===== src/rtl/primo_control.sv =====
// Control FSM for the primality datapath: walks K from n-1 down to 1, testing
// divisibility of n by repeated subtraction, and freezes P when the walk ends.
module primo_control #(
  parameter int W  = 8,
  parameter int CW = 16
) (
  input  logic          clk,
  input  logic          rst,
  input  logic          start,
  input  logic [W-1:0]  n,
  input  logic [W-1:0]  A,
  input  logic [W-1:0]  K,
  output logic          a1,
  output logic          a2,
  output logic          a3,
  output logic          a4,
  output logic          a5,
  output logic          a6,
  output logic          a7,
  output logic          busy,
  output logic          done,
  output logic [CW-1:0] cycles,
  output logic [1:0]    fsm_state
);

  // Handshake: start is accepted only in IDLE; busy is high from the next
  // cycle through FINISH, and done pulses for exactly the FINISH cycle.
  typedef enum logic [1:0] {
    INIT   = 2'd0,
    IDLE   = 2'd1,
    SUB    = 2'd2,
    FINISH = 2'd3
  } state_t;

  state_t state, state_nx;

  always_ff @(posedge clk) begin
    if (rst) state <= INIT;
    else     state <= state_nx;
  end

  always_ff @(posedge clk) begin
    if (rst) begin
      cycles <= '0;
    end else if (state == IDLE && start) begin
      cycles <= '0;
    end else if (state == SUB && cycles != '1) begin
      cycles <= cycles + 1'b1;
    end
  end

  always_comb begin
    state_nx = state;
    a1 = 1'b0;
    a2 = 1'b0;
    a3 = 1'b0;
    a4 = 1'b0;
    a5 = 1'b0;
    a6 = 1'b0;
    a7 = 1'b0;
    case (state)
      INIT: begin
        state_nx = IDLE;
      end
      IDLE: begin
        a4 = 1'b1;
        a7 = 1'b1;
        // n<2 skips SUB so K=n-1 never wraps to all-ones for n=0.
        if (start) state_nx = (n >= W'(2)) ? SUB : FINISH;
      end
      SUB: begin
        a7 = 1'b1;
        if (K == '0) begin
          a2 = 1'b1;
          a4 = 1'b1;
          a6 = 1'b1;
          state_nx = FINISH;
        end else if (A >= K) begin
          a1 = 1'b1;
          a2 = 1'b1;
          a4 = 1'b1;
          a6 = 1'b1;
        end else if (A == '0) begin
          a3 = 1'b1;
          a5 = 1'b1;
        end else begin
          a3 = 1'b1;
          a6 = 1'b1;
        end
      end
      FINISH: begin
        a2 = 1'b1;
        a4 = 1'b1;
        a6 = 1'b1;
        state_nx = IDLE;
      end
      default: state_nx = INIT;
    endcase
  end

  assign busy      = !rst && (state == SUB || state == FINISH);
  assign done      = !rst && (state == FINISH);
  assign fsm_state = state;

endmodule


===== config.mk =====
export PLATFORM = sky130hd
export DESIGN_NAME = primo_control
export DESIGN_NICKNAME = d
export VERILOG_FILES = /design/src/rtl/primo_control.sv
export SDC_FILE = /design/constraint.sdc
export NUM_CORES = 1
export LEC_CHECK = 0
export BUFFER_PORTS_ARGS = -buffer_cell sky130_fd_sc_hd__buf_2
export CAP_MARGIN = 20
export CORE_ASPECT_RATIO = 0.8
export CORE_UTILIZATION = 36
export CTS_CLUSTER_DIAMETER = 120
export CTS_CLUSTER_SIZE = 16
export DETAILED_ROUTE_END_ITERATION = 10
export HOLD_SLACK_MARGIN = 0.1
export MAX_ROUTING_LAYER = met4
export PLACE_DENSITY = 0.7
export SLEW_MARGIN = 20
export SYNTH_ARGS = -nofsm -noshare
export SYNTH_HDL_FRONTEND = slang
export SYNTH_SLANG_ARGS = --single-unit

===== constraint.sdc =====
create_clock -name clk -period 2.2 [get_ports clk]
set_clock_uncertainty 0.05 [all_clocks]
set_input_delay 0.22 -clock clk [delete_from_list [all_inputs] [get_ports clk]]
set_output_delay 0.22 -clock clk [all_outputs]
set_load 0.005 [all_outputs]

==> run summary, run 1 <==
Status = complete, but fails checks
Failing checks = DRC
Routability cong. = 0.829
Largest family of logic cells by synthesized area = simple AND/OR/NAND/NOR gates
F_max = 0.500 GHz
CTS sink cnt = 18
Routed WL per cell = 12.3 um
CP cell instances = inv_1 -> ha_1 -> buf_4 -> o21a_1 -> and3_1 -> buf_2
PwrDens = 591 nW/um^2
Prevailing post-synth register cell = dfxtp_1
Distinct cells, synth = 39
Core Region = 3520 um^2
TNS Setup = 0 ns
Normalized max-slew margin = 0.607
RSZ-0062 raised after global routing = no
Sequential area share after synthesis = 0.266
Drt total wl = 3.32 mm
Yosys warning count = 0
CP bufs+invs = 3
Post-synthesis compound-gate area fraction = 0.208
XOR/XNOR Fraction of Synth Area = 0
CP peak stage delay = 0.44 ns
Max Transition Viols Final = 0
Final non-filler cell total = 269
Post-CTS Setup Inserts = 0
Worst EP arrival = 1.73 ns
Post-Syn Area = 1350 um^2
Asr flop ratio synth = 0
First-pass GRT wire length = 5.87 mm
Total gr overflow = 0
Crit. End Element = output pin
Crit-path slowest cell = dfxtp_1
Gr usage total = 0.186
Mapped Cells = 170
CTS tree = yes
Post-synth EDFFs = 0
Top-count cell post-synth = dfxtp_1
Post-Synth Simple-Gate Area = 0.308
Mux cell area share after synthesis = 0.0370
Flop pwr share = 0.372
Most frequent cells after synthesis = dfxtp_1 (18), a21oi_1 (16), ha_1 (14), nand2_1 (14), inv_1 (13)
Starting density of the core = 0.384
Switching share of power = 0.341
Post-route DRC = 2
Worst-path clk slew = 0.06 ns
IO Port Bufs = 52
Syn-to-layout area delta = 28.5%
Internal Dissipation = 0.676 mW
Yosys top cell by area = dfxtp_1
NetSw = 0.350 mW
Syn nets = 211
VDD IR max = 0.000334 V
Crit path required time = 1.93 ns
Layout fillers = 359
Die ar. = 4010 um^2
Resized cells post-CTS = 0
Yosys top cell area share = 0.266
FF/Latch Area = 360 um^2
Drt pass-1 iters = 7
Clock period minus final worst setup slack = 2.00 ns
Placed cells = 265
Routed Antenna Nets = 0
Combinational share of power = 0.361
Final-report hold violation count = 0
Vias post-DR = 1400
Vias in the first global route = 1254
Ant diodes = 0
Yosys reg bits = 18
Starting DRT DRC Count = 61
Hold crit path type = input port to register
Layout cells sized above 1 = 0.295
Slew @ Worst Pin = 0.584 ns
Die H = 56.8 um
Crit Path Max Fanout = 7
Final setup fails = 0
Setup CP Type = register to output pin
Clock buffer depth = 2
Via-to-Cell Ratio = 5.20
Ranking of synthesized cells by area = dfxtp_1 (27%), ha_1 (13%), a21oi_1 (5.9%)
Antenna violations before repair = 0
Adder-Cell Fraction of Synth Area = 0.130
FP Rows = 19
Max_cap viols = 0
CP delay by family, top = flip-flops
Clk_lat worst skew = 0.26 ns
Nets@finish = 269
Leak Pwr = 0.792 nW
Die Wd = 70.5 um
Num CTS Buffers = 3
Hold buffers post-CTS = 0
# IOs = 54
Root buf cell = clkbuf_8
Fin crit share = 0.909
Mean area per synthesized cell = 7.96 um^2
CTS H-tree lvls = 1
CP startpoint kind = register
Area of the multi-input gates = 923 um^2
Final HPWL DP = 2.70 mm
Pin count of the biggest net entering global routing = 14
Clock Power Share = 0.267
power by group through the flow:
stage	combinational (mW)	clock, mW	sequential [mW]
2_1_floorplan	0.227	0	0.384
3_3_place_gp	0.361	0	0.388
3_5_place_dp	0.369	0	0.390
4_1_cts	0.370	0.282	0.383
5_1_grt	0.425	0.305	0.390
6_report	0.371	0.274	0.381
area by class of cell:
class / instances / area share
multi-input combinational: 135 / 0.531
tap: 42 / 0.0302
clock buffer: 4 / 0.0317
inverter: 13 / 0.0281
sequential: 18 / 0.207
timing repair buffer: 57 / 0.171
layout by cell type (no fill, tap or decap), types with 5 or more instances in the layout:
master and instances:
nor3_1 6, nor2_1 9, nor4_1 5, a21oi_1 16, dfxtp_1 18, buf_4 5, buf_2 52, or4_1 9
o21ai_0 5, ha_1 14, inv_1 13, nand2_1 14, nand3_1 9, nand2b_1 5, mux2i_1 5
state kept, by name, indices dropped and copies added (netlist names):
signal	count
cycles	16
fsm_state	2
metrics by stage:
step                area (um^2)  hold slack [ns]  setup slack (ns)  total power, mW  utilization
floorplan                  1350            0.239             0.389            0.611            -
global placement           1680            0.422             0.227            0.749        0.478
detailed placement         1680            0.434             0.231            0.759        0.478
CTS                        1740            0.157             0.193             1.04        0.494
global route               1740            0.188            0.0578             1.12        0.494
finish                     1740            0.163             0.201             1.03        0.494
path summary, 6_finish.rpt:
path,startpoint,end,slack [ns],depth (start not counted)
worst max register to register,fsm_state[0],cycles[10],0.23,6
worst max-delay path,fsm_state[0],a5,0.20,6
worst min-delay path,rst,fsm_state[1],0.16,2
worst min register to register,cycles[7],cycles[7],0.47,2
cells by family after synthesis:
| group | Yosys count |
|---|---|
| AND/OR/NAND/NOR | 73 |
| flip-flops | 18 |
| multiplexers | 5 |
| AO/OA/AOI/OAI | 43 |
| buffers and inverters | 17 |
| adder cells (fa/ha/maj) | 14 |
metal layers:
layer	vias to the layer above	share of wire	track usage
li1	750	-	-
met1	616	0.52	0.257
met2	32	0.43	0.287
met3	2	0.044	0.0395
met4	0	0.0042	0.0257
met5	-	0	-
No activity file was read; power rests on OpenSTA's default activity.
==> run 2: changes to the inputs <==
PLACE_DENSITY = 0.62   (was 0.7)
==> run 2 against run 1 <==
Against the previous run: the flow still finishes with violations (DRC); die area stayed put; setup slack worse by 0.0020 ns; critical path depth stayed put; final area stayed put; critical endpoint unchanged; largest power group is now combinational logic; via count is 2.4% higher.
==> run summary, run 2 (synthesis results as in run 1) <==
Hold path start = rst
Die ar. = 4010 um^2 (unchanged)
Post-route cell area = 1740 um^2 (unchanged)
Nets@finish = 269 (unchanged)
Gr usage total = 0.176 (-0.0105)
R2R Setup Slk = 0.21 ns (-0.02 ns)
Max FFs per register = 16 (unchanged)
Starting density of the core = 0.384 (unchanged)
Drt total wl = 3.24 mm (-2.4%)
Vias in the first global route = 1231 (-1.8%)
Normalized max-slew margin = 0.592 (-0.0148)
Setup ws final = 0.199 ns (-0.00196 ns)
Syn-to-layout area delta = 28.5% (unchanged)
CTS tree = yes
Num CTS Buffers = 3 (unchanged)
CTS sink cnt = 18 (unchanged)
Post-CTS Setup Inserts = 0 (unchanged)
R2R Path End = cycles[9]
Die H = 56.8 um (unchanged)
Max_cap viols = 0 (unchanged)
Hold buffers post-CTS = 0 (unchanged)
Largest Register = cycles
Post-place setup slack = 0.236 ns (+0.00518 ns)
Hold slack = 0.154 ns (-0.00964 ns)
Via-to-Cell Ratio = 5.33 (+2.4%)
Leak Pwr = 0.792 nW (about the same)
Worst setup startpoint = fsm_state[0]
IO Port Bufs = 52 (unchanged)
Final setup fails = 0 (unchanged)
Crit path required time = 1.93 ns (about the same)
Max Transition Viols Final = 0 (unchanged)
Final non-filler cell total = 269 (unchanged)
FP Rows = 19 (unchanged)
Post-placement cell area = 1680 um^2 (unchanged)
Worst EP arrival = 1.73 ns (about the same)
Status = complete, but fails checks
Placed cells = 265 (unchanged)
Final-report hold violation count = 0 (unchanged)
Layout fillers = 356 (-0.84%)
Pin count of the biggest net entering global routing = 14 (unchanged)
First-pass GRT wire length = 5.49 mm (-6.6%)
Post-route DRC = 4 (+2)
Routed Antenna Nets = 0 (unchanged)
Crit. End Element = output pin
Total gr overflow = 0 (unchanged)
TNS Setup = 0 ns (unchanged)
Ant diodes = 0 (unchanged)
Die Wd = 70.5 um (unchanged)
Clk_lat worst skew = 0.26 ns (about the same)
Setup CP Type = register to output pin
Failing checks = DRC
Starting DRT DRC Count = 86 (+41%)
Worst-path clk slew = 0.07 ns (about the same)
RSZ-0062 raised after global routing = no
Root buf cell = clkbuf_8
Hold crit path type = input port to register
Fin util = 0.494 (unchanged)
R2R depth = 6 (unchanged)
Final HPWL DP = 2.54 mm (-5.7%)
Commonest non-fill, non-tap cell in the layout = buf_2
WHS Path Cells = 2 (unchanged)
Slew @ Worst Pin = 0.606 ns (+0.0221 ns)
Routed WL per cell = 12.1 um (-2.4%)
Worst R2R Start = fsm_state[0]
Core Region = 3520 um^2 (unchanged)
FF/Latch Area = 360 um^2 (unchanged)
Fin crit share = 0.909 (about the same)
VDD IR max = 0.000210 V (-37%)
Drt pass-1 iters = 7 (unchanged)
Most frequent cells in the layout = buf_2 (52), dfxtp_1 (18), a21oi_1 (16), nand2_1 (14), ha_1 (14)
CTS H-tree lvls = 1 (unchanged)
CP startpoint kind = register
Crit Path Max Fanout = 7 (unchanged)
Area of the multi-input gates = 923 um^2 (unchanged)
# IOs = 54 (unchanged)
Total Power = 1.03 mW (+0.14%)
Routability cong. = 0.790 (-4.7%)
Resized cells post-CTS = 0 (unchanged)
Clock period minus final worst setup slack = 2.00 ns (+0.00196 ns)
Layout cells sized above 1 = 0.295 (unchanged)
Antenna violations before repair = 0 (unchanged)
Vias post-DR = 1433 (+2.4%)
Hold worst-path end = fsm_state[1]
PwrDens = 591 nW/um^2 (+0.14%)
F_max = 0.500 GHz (about the same)
Clock buffer depth = 2 (unchanged)
## run 2: cell counts in the layout (fill, tap and decap cells not counted)
No cell type changed its count.
## run 2: area by class of cell
type,count,area share
Inverter,13,0.0281
Multi-Input combinational cell,135,0.531
Sequential cell,18,0.207
Clock buffer,4,0.0317
Timing Repair Buffer,57,0.171
Tap cell,42,0.0302
## run 2: worst max-delay path by stage
stage / slack, ns / to / cells past startpoint
global placement: 0.23 / cycles[15] / 6
CTS: 0.19 / a5 / 6
finish: 0.20 / a5 / 6
global route: 0.03 / cycles[15] / 6
detailed placement: 0.24 / cycles[15] / 6
floorplan: 0.39 / cycles[9] / 7
## run 2: where the power goes
part	internal (mW)	total, mW	switching, mW
clock network	0.159	0.273	0.113
registers	0.347	0.376	0.0292
logic	0.177	0.379	0.202
total	0.683	1.03	0.345
## run 2: layer usage
metal / track usage / up-vias / routed length [um]
li1: - / 753 / -
met1: 0.246 / 655 / 1710
met2: 0.262 / 23 / 1430
met3: 0.0323 / 2 / 96
met4: 0.0429 / 0 / 10
met5: - / - / 0
## run 2: worst max-delay path: stages, from the launching register on
cell     delay [ns]
dfxtp_1        0.43
inv_1          0.10
ha_1           0.31
buf_4          0.19
o21a_1         0.15
and3_1         0.19
buf_2          0.12
==> run 3: changes to the inputs <==
--- a/config.mk
+++ b/config.mk
@@ -6,4 +6,5 @@
 export NUM_CORES = 1
 export LEC_CHECK = 0
+export ABC_AREA = 1
 export BUFFER_PORTS_ARGS = -buffer_cell sky130_fd_sc_hd__buf_2
 export CAP_MARGIN = 20
@@ -15,5 +16,6 @@
 export HOLD_SLACK_MARGIN = 0.1
 export MAX_ROUTING_LAYER = met4
-export PLACE_DENSITY = 0.62
+export PLACE_DENSITY = 0.61
+export RECOVER_POWER = 50
 export SLEW_MARGIN = 20
 export SYNTH_ARGS = -nofsm -noshare
==> constraint.sdc (replaced) <==
create_clock -name clk -period 2.2 [get_ports clk]
set_clock_uncertainty 0.05 [all_clocks]
set_input_delay 0.33 -clock clk [delete_from_list [all_inputs] [get_ports clk]]
set_output_delay 0.33 -clock clk [all_outputs]
set_load 0.005 [all_outputs]
==> run 3 against run 2 <==
Against the previous run: sequential cell count did not move; non-clock buffer count fell by 4; largest cell class unchanged; largest power group unchanged; via count rose by 9.6%; the flow now finishes without violations; sequential share of layout area fell by 1.5 points; critical path depth rose by 2; register-to-register slack improved by 0.20 ns.
==> run summary, run 3 <==
Status = completed
Crit path required time = 1.82 ns (-0.11 ns)
Starting DRT DRC Count = 59 (-31%)
Post-route cell area = 1880 um^2 (+7.9%)
CP delay by family, top = simple AND/OR/NAND/NOR gates
Via-to-Cell Ratio = 4.56 (-14%)
Crit Path Max Fanout = 3 (-4)
Combinational share of power = 0.395 (+0.026)
Routability cong. = 0.796 (+0.77%)
First-pass GRT wire length = 5.67 mm (+3.4%)
Final setup fails = 0 (unchanged)
Yosys warning count = 0 (unchanged)
Total Power = 1.07 mW (+4.3%)
Most used cell, CP = buf_2
Post-route DRC = 0 (-4)
Asr flop ratio synth = 0 (unchanged)
Prevailing post-synth register cell = dfxtp_1
Starting density of the core = 0.387 (+0.00220)
FP Rows = 20 (+1)
Syn-to-layout area delta = 23.5%
Post-synth EDFFs = 0 (unchanged)
Post-placement cell area = 1840 um^2 (+9.1%)
RSZ-0062 raised after global routing = no
Post-synthesis compound-gate area fraction = 0.126 (-0.0821)
CP cell instances = buf_2 -> inv_1 -> ha_1 -> a21o_1 -> nor2_1 -> nand3_1 -> nor4_1 -> buf_2
Pin count of the biggest net entering global routing = 17 (+3)
Gr usage total = 0.170 (-0.00617)
XOR/XNOR Fraction of Synth Area = 0.0461 (+0.0461)
Max FFs per register = 16 (unchanged)
Final non-filler cell total = 344 (+28%)
Clk_lat worst skew = 0.26 ns (about the same)
Vias post-DR = 1570 (+9.6%)
Yosys reg bits = 18 (unchanged)
CTS H-tree lvls = 1 (unchanged)
CTS tree = yes
Routed length on met3 = 123 um (+28%)
Die H = 60.1 um (+5.8%)
# IOs = 54 (unchanged)
Nets@finish = 331 (+23%)
Ranking of synthesized cells by area = dfxtp_1 (24%), nand2_1 (17%), ha_1 (12%)
Met2 routed WL = 1.44 mm (+0.91%)
Sequential area share after synthesis = 0.237 (-0.0292)
Routed WL per cell = 10.1 um (-16%)
Final-report hold violation count = 0 (unchanged)
Hold buffers post-CTS = 0 (unchanged)
FF/Latch Area = 360 um^2 (unchanged)
Internal Dissipation = 0.672 mW (-1.6%)
Most frequent cells after synthesis = nand2_1 (69), inv_1 (34), nor2_1 (29)
NetSw = 0.400 mW (+16%)
Max Used Layer = met4
Length of routed wiring on met1 = 1.89 mm (+11%)
Slew @ Worst Pin = 0.649 ns (+0.0434 ns)
F_max = 0.502 GHz (+0.51%)
PwrDens = 572 nW/um^2 (-3.3%)
Worst EP arrival = 1.61 ns (-0.12 ns)
Hold crit path type = input port to register
Layout cells sized above 1 = 0.228 (-0.0668)
Flop pwr share = 0.349 (-0.017)
Clock buffer depth = 2 (unchanged)
Switching share of power = 0.373 (+0.0376)
Commonest non-fill, non-tap cell in the layout = nand2_1
Fin crit share = 0.905 (-0.00463)
CTS sink cnt = 18 (unchanged)
Yosys top cell by area = dfxtp_1
Mean area per synthesized cell = 6.46 um^2 (-19%)
Area of the multi-input gates = 1010 um^2 (+8.9%)
Max Transition Viols Final = 0 (unchanged)
CP bufs+invs = 3 (unchanged)
Largest family of logic cells by synthesized area = simple AND/OR/NAND/NOR gates
Core Region = 3930 um^2 (+12%)
Normalized max-slew margin = 0.567 (-0.0257)
Die Wd = 74.6 um (+5.8%)
Most frequent cells in the layout = nand2_1 (69), buf_2 (38), inv_1 (34), nor2_1 (29), dfxtp_1 (18)
Drt total wl = 3.48 mm (+7.4%)
CP startpoint kind = input port
Mux cell area share after synthesis = 0 (-0.0370)
IO Port Bufs = 52 (unchanged)
Antenna violations before repair = 0 (unchanged)
VDD IR max = 0.000437 V (+110%)
Worst-path clk slew = 0.07 ns (about the same)
Max_cap viols = 0 (unchanged)
Mapped Cells = 235 (+38%)
Fin util = 0.477 (-0.0166)
Routed Antenna Nets = 0 (unchanged)
Placed cells = 340 (+28%)
Final HPWL DP = 2.79 mm (+9.7%)
Ant diodes = 0 (unchanged)
TNS Setup = 0 ns (unchanged)
Leak Pwr = 0.870 nW (+9.9%)
Post-CTS Setup Inserts = 0 (unchanged)
Adder-Cell Fraction of Synth Area = 0.115 (-0.0142)
Distinct cells, synth = 26 (-33%)
CP peak stage delay = 0.28 ns (-0.15 ns)
Crit. End Element = output pin
Vias in the first global route = 1319 (+7.1%)
Layout fillers = 441 (+24%)
Setup CP Type = input port to output pin
Total gr overflow = 0 (unchanged)
Syn nets = 276 (+31%)
Die ar. = 4480 um^2 (+12%)
Post-Synth Simple-Gate Area = 0.373 (+0.0651)
Yosys top cell area share = 0.237 (-0.0292)
Clock period minus final worst setup slack = 1.99 ns (-0.0102 ns)
Post-Syn Area = 1520 um^2 (+12%)
Crit-path slowest cell = ha_1
Largest Register = cycles
Root buf cell = clkbuf_8
Drt pass-1 iters = 4 (-3)
Top-count cell post-synth = nand2_1
Clock Power Share = 0.256 (-0.009)
Num CTS Buffers = 3 (unchanged)
## run 3: area by class of cell
type,instances,share of cell area
multi-input combinational,178,0.536
sequential,18,0.192
timing repair buffer,53,0.133
inverter,36,0.0720
tap,55,0.0367
clock buffer,4,0.0294
## run 3: repair_timing
action / 4_1_cts / 5_1_grt
endpoints found under the setup margin: 0 / 1
endpoints found under the hold margin: 0 / 0
resized for setup: 0 / 1
## run 3: worst register-to-register path: stages (launching register included)
cell,delay [ns]
dfxtp_1,0.39
ha_1,0.25
nand2_1,0.14
nor2_4,0.13
nand2_2,0.11
o21ai_4,0.39
nand2_1,0.12
a21oi_2,0.15
## run 3: path summary, 6_finish.rpt
path | from | depth (start not counted) | slack (ns) | end
min reg2reg | cycles[1] | 2 | 0.46 | cycles[1]
max | K[7] | 8 | 0.21 | a5
min | rst | 4 | 0.33 | fsm_state[0]
max reg2reg | cycles[0] | 7 | 0.41 | cycles[11]
## run 3: through the flow
stage               setup WS [ns]  hold slack [ns]
global route               0.0197            0.355
global placement            0.208            0.443
CTS                         0.171            0.319
floorplan                   0.533            0.438
detailed placement          0.212            0.448
finish                      0.209            0.327
## run 3: kinds of logic (layout without fill, tap and decap cells)
kind of cell | after synthesis | count (layout)
compound gates | 28 | 28
fa+ha+maj | 14 | 14
simple gates | 128 | 128
xor+xnor | 8 | 8
buf+inv | 39 | 93
flops | 18 | 18
## run 3: layer usage
layer | GRT usage | vias to the layer above
met5 | - | -
met4 | 0.0323 | 0
met3 | 0.0405 | 5
met2 | 0.251 | 26
met1 | 0.234 | 688
li1 | - | 851
## run 3: power by group through the flow
stage / Clock, mW / Combinational (mW) / Sequential, mW
floorplan: 0 / 0.281 / 0.380
global placement: 0 / 0.425 / 0.384
detailed placement: 0 / 0.427 / 0.382
CTS: 0.286 / 0.430 / 0.374
global route: 0.304 / 0.480 / 0.379
finish: 0.275 / 0.423 / 0.375
